===== config.mk =====
export PLATFORM = sky130hd
export DESIGN_NAME = wb_arb_decode
export DESIGN_NICKNAME = d
export VERILOG_FILES = /design/src/rtl/wb_arb_decode_pkg.sv /design/src/rtl/wb_arb_decode_rr_grant.sv /design/src/rtl/wb_arb_decode.sv
export SDC_FILE = /design/constraint.sdc
export NUM_CORES = 1
export LEC_CHECK = 0
export ABC_AREA = 1
export CAP_MARGIN = 20
export CORE_ASPECT_RATIO = 2
export CORE_MARGIN = 3
export CORE_UTILIZATION = 29
export DETAILED_ROUTE_END_ITERATION = 8
export PLACE_DENSITY = 0.86
export SYNTH_ARGS = -nofsm -noshare
export SYNTH_HDL_FRONTEND = slang
export SYNTH_SLANG_ARGS = --single-unit

===== constraint.sdc =====
create_clock -name wb_clk_i -period 3.6 [get_ports wb_clk_i]
set_input_delay 0.72 -clock wb_clk_i [delete_from_list [all_inputs] [get_ports wb_clk_i]]
set_output_delay 0.72 -clock wb_clk_i [all_outputs]
set_load 0.01 [all_outputs]

===== src/rtl/wb_arb_decode_pkg.sv =====
// Shared constants for the two-master / four-slave Wishbone arbiter-decoder.
// Slave-select codes, arbiter state encoding and the watchdog default live here.
package wb_arb_decode_pkg;

    localparam logic [1:0] SEL_MISC = 2'd0;
    localparam logic [1:0] SEL_V5C  = 2'd1;
    localparam logic [1:0] SEL_MMC  = 2'd2;
    localparam logic [1:0] SEL_SYS  = 2'd3;

    typedef enum logic {
        ST_IDLE  = 1'b0,
        ST_OWNED = 1'b1
    } state_t;

    localparam int TIMEOUT_DEFAULT = 255;

    function automatic logic [3:0] sel_onehot(input logic [1:0] sel);
        return 4'b0001 << sel;
    endfunction

endpackage


===== src/rtl/wb_arb_decode_rr_grant.sv =====
// Two-requester round-robin grant register with last-served pointer.
// The grant is held while the owner keeps cyc high; release returns to IDLE for one cycle.
module wb_rr_grant
    import wb_arb_decode_pkg::*;
(
    input  logic       i_clk,
    input  logic       i_rst,
    input  logic [1:0] i_req,
    input  logic [1:0] i_cyc,
    output logic [1:0] o_grant,
    output state_t     o_state
);

    state_t     r_state, w_state_nxt;
    logic [1:0] r_grant, w_grant_nxt;
    logic       r_last, w_last_nxt;   // 0 = m0 served last, 1 = m1 served last

    always_ff @(posedge i_clk or posedge i_rst) begin
        if (i_rst) begin
            r_state <= ST_IDLE;
            r_grant <= 2'b00;
            r_last  <= 1'b1;
        end else begin
            r_state <= w_state_nxt;
            r_grant <= w_grant_nxt;
            r_last  <= w_last_nxt;
        end
    end

    always_comb begin
        w_state_nxt = r_state;
        w_grant_nxt = r_grant;
        w_last_nxt  = r_last;
        case (r_state)
            ST_IDLE: begin
                if (|i_req) begin
                    w_state_nxt = ST_OWNED;
                    if (i_req == 2'b11) w_grant_nxt = r_last ? 2'b01 : 2'b10;
                    else                w_grant_nxt = i_req;
                end
            end
            ST_OWNED: begin
                if (~|(r_grant & i_cyc)) begin
                    w_state_nxt = ST_IDLE;
                    w_grant_nxt = 2'b00;
                    w_last_nxt  = r_grant[1];
                end
            end
            default: begin
                w_state_nxt = ST_IDLE;
                w_grant_nxt = 2'b00;
            end
        endcase
    end

    assign o_grant = r_grant;
    assign o_state = r_state;

endmodule


===== src/rtl/wb_arb_decode.sv =====
// Two-master round-robin Wishbone arbiter with 4-way slave decode on adr[ADR_W-1:ADR_W-2].
// Optional stall watchdog enabled by defining WB_ARB_TIMEOUT_EN.
module wb_arb_decode
    import wb_arb_decode_pkg::*;
#(
    parameter int ADR_W = 5,
    parameter int DAT_W = 8
`ifdef WB_ARB_TIMEOUT_EN
    ,
    parameter int TIMEOUT = TIMEOUT_DEFAULT
`endif
) (
    input  logic               wb_clk_i,
    input  logic               wb_rst_i,
    input  logic               m0_cyc_i,
    input  logic               m0_stb_i,
    input  logic               m0_we_i,
    input  logic [ADR_W-1:0]   m0_adr_i,
    input  logic [DAT_W-1:0]   m0_dat_i,
    output logic [DAT_W-1:0]   m0_dat_o,
    output logic               m0_ack_o,
    output logic               m0_err_o,
    input  logic               m1_cyc_i,
    input  logic               m1_stb_i,
    input  logic               m1_we_i,
    input  logic [ADR_W-1:0]   m1_adr_i,
    input  logic [DAT_W-1:0]   m1_dat_i,
    output logic [DAT_W-1:0]   m1_dat_o,
    output logic               m1_ack_o,
    output logic               m1_err_o,
    output logic [3:0]         s_cyc_o,
    output logic [3:0]         s_stb_o,
    output logic               s_we_o,
    output logic [ADR_W-3:0]   s_adr_o,
    output logic [DAT_W-1:0]   s_dat_o,
    input  logic [4*DAT_W-1:0] s_dat_i,
    input  logic [3:0]         s_ack_i,
    output logic [1:0]         grant_o
);

    logic [1:0]       w_req, w_cyc, w_grant;
    state_t           w_state;
    logic             w_owned, w_own_cyc, w_own_stb, w_own_we;
    logic [ADR_W-1:0] w_own_adr;
    logic [DAT_W-1:0] w_own_dat, w_rdat;
    logic [1:0]       w_sel;
    logic             w_sel_ack, w_fire;

    assign w_req = {m1_cyc_i & m1_stb_i, m0_cyc_i & m0_stb_i};
    assign w_cyc = {m1_cyc_i, m0_cyc_i};

    wb_rr_grant u_rr_grant (
        .i_clk   (wb_clk_i),
        .i_rst   (wb_rst_i),
        .i_req   (w_req),
        .i_cyc   (w_cyc),
        .o_grant (w_grant),
        .o_state (w_state)
    );

    assign w_owned = (w_state == ST_OWNED);

    always_comb begin
        w_own_cyc = w_owned & m0_cyc_i;
        w_own_stb = m0_stb_i;
        w_own_we  = m0_we_i;
        w_own_adr = m0_adr_i;
        w_own_dat = m0_dat_i;
        if (w_grant[1]) begin
            w_own_cyc = w_owned & m1_cyc_i;
            w_own_stb = m1_stb_i;
            w_own_we  = m1_we_i;
            w_own_adr = m1_adr_i;
            w_own_dat = m1_dat_i;
        end
    end

    assign w_sel     = w_own_adr[ADR_W-1 -: 2];
    // Gating with owner cyc drops strobes and ignores late acks the cycle cyc falls.
    assign w_sel_ack = w_own_cyc & w_own_stb & s_ack_i[w_sel];
    assign w_rdat    = s_dat_i[w_sel*DAT_W +: DAT_W];

`ifdef WB_ARB_TIMEOUT_EN
    localparam int CNT_W = (TIMEOUT < 256) ? 8 : $clog2(TIMEOUT + 1);

    logic [CNT_W-1:0] r_to_cnt;
    logic             w_stall;

    assign w_stall = w_own_cyc & w_own_stb & ~s_ack_i[w_sel];
    // Counter holds the number of earlier stalled cycles, so fire on the TIMEOUT-th one.
    assign w_fire  = w_stall & (r_to_cnt == CNT_W'(TIMEOUT - 1));

    always_ff @(posedge wb_clk_i or posedge wb_rst_i) begin
        if (wb_rst_i)                r_to_cnt <= '0;
        else if (!w_stall || w_fire) r_to_cnt <= '0;
        else                         r_to_cnt <= r_to_cnt + CNT_W'(1);
    end
`else
    assign w_fire = 1'b0;
`endif

    assign s_cyc_o = w_own_cyc ? sel_onehot(w_sel) : 4'b0000;
    assign s_stb_o = (w_own_cyc & w_own_stb & ~w_fire) ? sel_onehot(w_sel) : 4'b0000;
    assign s_we_o  = w_own_we;
    assign s_adr_o = w_own_adr[ADR_W-3:0];
    assign s_dat_o = w_own_dat;

    assign m0_ack_o = w_grant[0] & w_sel_ack & ~w_fire;
    assign m1_ack_o = w_grant[1] & w_sel_ack & ~w_fire;
    assign m0_err_o = w_grant[0] & w_fire;
    assign m1_err_o = w_grant[1] & w_fire;
    assign m0_dat_o = w_grant[0] ? w_rdat : '0;
    assign m1_dat_o = w_grant[1] ? w_rdat : '0;

    assign grant_o = w_grant;

endmodule


==> flow_metrics.tcl, run 1 <==
set metrics [dict create \
    die_w_um 46.8 \
    pwr-share-clk_pct 11.7 \
    core_area_sq_um 3190 \
    cellInternalPower_uw 467 \
    synth_common_cells "nand2_1 (105), nor2_1 (30), inv_1 (22)" \
    area_delta_synth_final_pct 116 \
    hold_end "u_rr_grant.r_last" \
    power_frac_seq_pct 9.9 \
    postCtsSetupBuffers 0 \
    clock_sinks 4 \
    clock.fmax_ghz 0.308 \
    critPathKind "input pin to output pin" \
    holdPathStages 2 \
    period_needed_ns 3.25 \
    cts_max_level 1 \
    syn_area_sq_um 966 \
    setup_viol 0 \
    hold_viol 0 \
    tns_ns 0 \
    dp_cells 336 \
    ys_ff_latch 4 \
    swShare_pct 44.3 \
    antenna_found_initial 0 \
    finalCritPeriodShare_pct 90.3 \
    grt_max_degree 37 \
    required_ns 2.88 \
    peakVddDrop_mv 0.487 \
    yosysTopAreaCell "nand2_1" \
    min_path_type "register to register" \
    met1_usage_pct 18.6 \
    r2r-end "u_rr_grant.o_grant[1]" \
    cts_tree "yes" \
    gp_congestion 0.831 \
    num_vias 1565 \
    cts_hold_buffers 0 \
    rr_worst_depth 4 \
    skew_ns 0.00491 \
    layout-drive-gt1-share_pct 3.24 \
    syn_inst 204 \
    ys_warn_count 0 \
    finalCoreUtilization_pct 65.2 \
    grt_setup_unrepaired "no" \
    io_pins 112 \
    ff2ff_setup_slack_ns 2.47 \
    start_util_pct 30.3 \
    gr-total-overflow 0 \
    synthArstFlopShare_pct 100 \
    instances_no_fill 340 \
    rows 29 \
    arrival_ns 2.53 \
    place.detailed.hpwl_um 3340 \
    synth_ff_type "dfrtp_1" \
    max_cap_viol_count 0 \
    wl_per_cell_um 11.3 \
    synth_edf_count 0 \
    grt_pass1_vias 1425 \
    slew_violations 0 \
    antenna_cells 0 \
    grt_pass1_wl_um 5970 \
    drc 0 \
    cp_max_fo 36 \
    dieArea_sq_um 4100 \
    track_usage_pct 19.2 \
    min_from "u_rr_grant.r_last" \
    port_buffers 109 \
    drtIter0Drc 10 \
    synth_top_area_share_pct 40.8 \
    gr-usage-met3_pct 3.50 \
    root_buffer "clkbuf_8" \
    rr_startpoint "u_rr_grant.o_grant[1]" \
    p_leak_uw 0.00101 \
    first_pass_iters 4 \
    clk_pin_slew_ns 0.03 \
    syn_area_per_cell_sq_um 4.73 \
    yosysMostFrequentCell "nand2_1" \
    clk_latency_ns 0.22 \
    wl_um 3830 \
    worst_hold_slack_ns 0.501 \
    critPathCaptureType "output pin" \
    cts-buffers-inserted 3 \
    finalNetCount 380 \
    status "finished clean" \
    power_frac_comb_pct 78.4 \
    power_density_nw_per_um2 403 \
    p_switching_uw 373 \
    synth_cell_types 18 \
    post-place-ws_ns 0.353 \
    setup_ws_ns 0.351 \
    busiest_layer "met2" \
    cts_resized 0 \
    gr-usage-met2_pct 38.4 \
    antenna_left 0 \
    synth_area_leaders "nand2_1 (41%), nor2_1 (12%), inv_1 (8.5%)" \
    die_h_um 87.6 \
    cts.path.max_buffers 2 \
    via_per_inst 4.60 \
    startpoint_type "input pin" \
    ys_seq_area_share_pct 10.5 \
]
-- area by class of cell --
cell class,count,area (sq um)
fill,284,1110
timing repair buffer,111,1110
sequential,4,101
tap,31,38.8
multi-input combinational,166,696
clock buffer,4,45.0
inverter,24,95.1
-- stage by stage --
step	area, sq um	total power, uW
6_report	2080	840
5_1_grt	2080	922
4_1_cts	2080	851
3_5_place_dp	2040	749
3_3_place_gp	2040	742
2_1_floorplan	970	439
-- cell usage in the layout (no fill, tap or decap) --
| master | synthesis | final |
|---|---|---|
| clkdlybuf4s50_1 | 0 | 109 |
| inv_1 | 22 | 22 |
| dfstp_2 | 1 | 1 |
| nand2_8 | 2 | 2 |
| clkbuf_1 | 3 | 1 |
| o21ai_1 | 16 | 16 |
| clkinv_1 | 1 | 1 |
| buf_4 | 3 | 2 |
| nand2_2 | 1 | 1 |
| mux2i_1 | 1 | 1 |
| inv_6 | 1 | 1 |
| clkbuf_8 | 0 | 3 |
| o21ai_0 | 4 | 4 |
| nor2_1 | 30 | 30 |
| dfrtp_1 | 3 | 3 |
| nand2_1 | 105 | 105 |
| conb_1 | 1 | 2 |
| nand3_1 | 5 | 5 |
-- worst max-delay path, cell delays in order --
cell,delay [ns]
clkdlybuf4s50_1,0.59
nand2_8,0.09
nand2_8,0.18
nand2_1,0.07
nand2_1,0.06
nand2_1,0.04
nand2_1,0.05
nand2_1,0.09
nor2_1,0.10
clkdlybuf4s50_1,0.54
-- flip-flops by register name, indices dropped and copies added (netlist names) --
signal and flops:
u_rr_grant.o_grant 2, u_rr_grant.o_state 1, u_rr_grant.r_last 1
-- power groups by stage --
stage | Clock (uW) | Combinational (uW) | Sequential [uW]
floorplan | 0 | 363 | 76.8
global placement | 0 | 659 | 83.0
detailed placement | 0 | 666 | 83.5
CTS | 100 | 667 | 83.3
global route | 108 | 728 | 85.7
finish | 98.1 | 659 | 83.0
-- per-layer routing --
layer  wire [um]  vias up  share of wire [%]
met2        2140       97                 56
met5           0        -                  0
li1            -      813                  -
met1        1250      651                 33
met3         415        4                 11
met4          25        0               0.65
-- worst max path at each step --
stage | end | from | cells past startpoint
after floorplan | m0_dat_o[4] | m1_adr_i[3] | 8
after global placement | m0_ack_o | m0_adr_i[3] | 10
after detailed placement | m0_ack_o | m0_adr_i[3] | 10
after CTS | m0_ack_o | m0_adr_i[3] | 10
after global routing | m0_ack_o | m0_adr_i[3] | 10
final | m0_ack_o | m0_adr_i[3] | 10
-- logic make-up (layout without fill, tap and decap cells) --
kind of cell | count (synthesis) | count (layout) | share of synthesized area [%]
other | 1 | 2 | 0.388
AOI/OAI and AO/OA | 20 | 20 | 10.4
buffers and inverters | 35 | 139 | 17.9
and+or+nand+nor | 143 | 143 | 59.8
muxes | 1 | 1 | 1.04
DFF | 4 | 4 | 10.5
No activity file was read; power rests on OpenSTA's default activity.
==> run 2, diff against run 1 <==
- ABC_AREA: 1 -> unset
- CORE_UTILIZATION: 29 -> 26
==> flow_metrics.tcl, run 2 <==
set metrics [dict create \
    status "finished clean" \
    grt_pass1_vias 1360 \
    cts_hold_buffers 0 \
    arrival_ns 2.71 \
    cts_resized 0 \
    slew_violations 0 \
    core_area_sq_um 2840 \
    track_usage_pct 19.6 \
    skew_ns 0.00429 \
    io_pins 112 \
    gp_congestion 0.847 \
    syn_area_sq_um 797 \
    grt_max_degree 21 \
    postCtsSetupBuffers 0 \
    cts.path.max_buffers 2 \
    wl_um 3610 \
    ys_seq_area_share_pct 12.7 \
    p_leak_uw 0.000757 \
    period_needed_ns 3.43 \
    synth_area_leaders "mux2_2 (18%), o22ai_1 (13%), dfrtp_1 (9.4%)" \
    power_density_nw_per_um2 453 \
    cts_tree "yes" \
    clock_sinks 4 \
    drc 0 \
    cts_max_level 1 \
    gr-total-overflow 0 \
    cp_max_fo 11 \
    max_cap_viol_count 0 \
    ys_ff_latch 4 \
    via_per_inst 5.26 \
    die_h_um 84.3 \
    root_buffer "clkbuf_8" \
    antenna_left 0 \
    grt_setup_unrepaired "no" \
    startpoint_type "input pin" \
    synth_common_cells "o22ai_1 (16), nor3_1 (14), mux2_2 (13), nor2_1 (13)" \
    tns_ns 0 \
    antenna_cells 0 \
    grt_pass1_wl_um 5750 \
    cts-buffers-inserted 3 \
    peakVddDrop_mv 0.296 \
    finalNetCount 291 \
    hold_viol 0 \
    drtIter0Drc 7 \
    synth_edf_count 0 \
    regArea_sq_um 101 \
    critPathCaptureType "output pin" \
    required_ns 2.88 \
    syn_inst 110 \
    wl_per_cell_um 14.5 \
    layout_commonest_cell "clkdlybuf4s50_1" \
    layout-drive-gt1-share_pct 12.7 \
    min_path_type "register to register" \
    finalCritPeriodShare_pct 95.2 \
    final_cell_mix "clkdlybuf4s50_1 (109), o22ai_1 (16), nor3_1 (14), nor2_1 (13), mux2_2 (13)" \
    n_fill_cell 249 \
    clock.fmax_ghz 0.292 \
    port_buffers 109 \
    finalCoreUtilization_pct 68.8 \
    largest_register_ffs 2 \
    die_w_um 45.2 \
    dieArea_sq_um 3810 \
    clk_latency_ns 0.22 \
    critPathKind "input pin to output pin" \
    multi_input_area_sq_um 608 \
    synthArstFlopShare_pct 100 \
    start_util_pct 28.1 \
    yosysTopAreaCell "mux2_2" \
    ys_warn_count 0 \
    yosysMostFrequentCell "o22ai_1" \
    num_vias 1310 \
    rows 27 \
    synth_top_area_share_pct 18.4 \
    syn_area_per_cell_sq_um 7.25 \
    area_delta_synth_final_pct 145 \
    synth_cell_types 32 \
    clk_pin_slew_ns 0.03 \
    synth_ff_type "dfrtp_1" \
    antenna_found_initial 0 \
    first_pass_iters 4 \
    setup_viol 0 \
    instances_no_fill 249 \
    dp_cells 245 \
    place.detailed.hpwl_um 3070 \
]
## run 2: worst paths after layout
kind / startpoint / endpoint / slack (ns) / cells past startpoint
min in group asynchronous: wb_rst_i / u_rr_grant.o_grant[0] / 0.68 / 2
worst max-delay path: m1_adr_i[3] / m0_dat_o[7] / 0.17 / 6
worst max register to register: u_rr_grant.o_grant[1] / u_rr_grant.o_grant[0] / 2.18 / 5
max in group asynchronous: wb_rst_i / u_rr_grant.r_last / 2.69 / 2
worst min register to register: u_rr_grant.r_last / u_rr_grant.r_last / 0.49 / 2
worst min-delay path: u_rr_grant.r_last / u_rr_grant.r_last / 0.49 / 2
## run 2: layer usage
layer	global-route usage (%)	vias up	wire (um)
li1	-	630	-
met1	16.9	574	1150
met2	35.9	100	1840
met3	8.58	6	546
met4	8.53	0	72
met5	0	-	0
## run 2: cell type report
class / count / share of cell area [%]
inverter: 9 / 1.73
clock buffer: 4 / 2.31
tap: 29 / 1.86
sequential: 4 / 5.19
timing repair buffer: 114 / 57.8
multi-input combinational: 89 / 31.1
## run 2: worst max-delay path: stages
cell and delay (ns):
clkdlybuf4s50_1 0.53, nor2b_4 0.07, a22oi_4 0.37, o22ai_1 0.17, nor3_1 0.26, clkdlybuf4s50_1 0.58
## run 2: stage by stage
stage | total power, uW | instance area, sq um | setup WS (ns) | hold slack, ns
3_3_place_gp | 781 | 1910 | 0.167 | 0.477
5_1_grt | 950 | 1950 | 0.0645 | 0.533
3_5_place_dp | 789 | 1910 | 0.154 | 0.484
2_1_floorplan | 438 | 801 | 1.16 | 0.465
4_1_cts | 894 | 1950 | 0.161 | 0.488
6_report | 884 | 1950 | 0.173 | 0.490
## run 2: cells by family (layout without fill, tap and decap cells)
family | after synthesis | in the layout | synth area share, %
buffers and inverters | 18 | 127 | 11.5
other | 1 | 2 | 0.471
multiplexers | 13 | 13 | 18.4
AO/OA/AOI/OAI | 33 | 33 | 32.0
flip-flops | 4 | 4 | 12.7
AND/OR/NAND/NOR | 41 | 41 | 25.0
## run 2: where the power goes
| group | switching [uW] | internal [uW] |
|---|---|---|
| clock | 27.1 | 75.9 |
| sequential | 29.8 | 66.3 |
| combinational | 294 | 391 |
| total | 351 | 533 |
==> run 3, diff against run 2 <==
- CTS_CLUSTER_SIZE: unset -> 16
==> results of run 3 <==
Same layout as run 2: the final DEF is identical, and so are final timing and power.
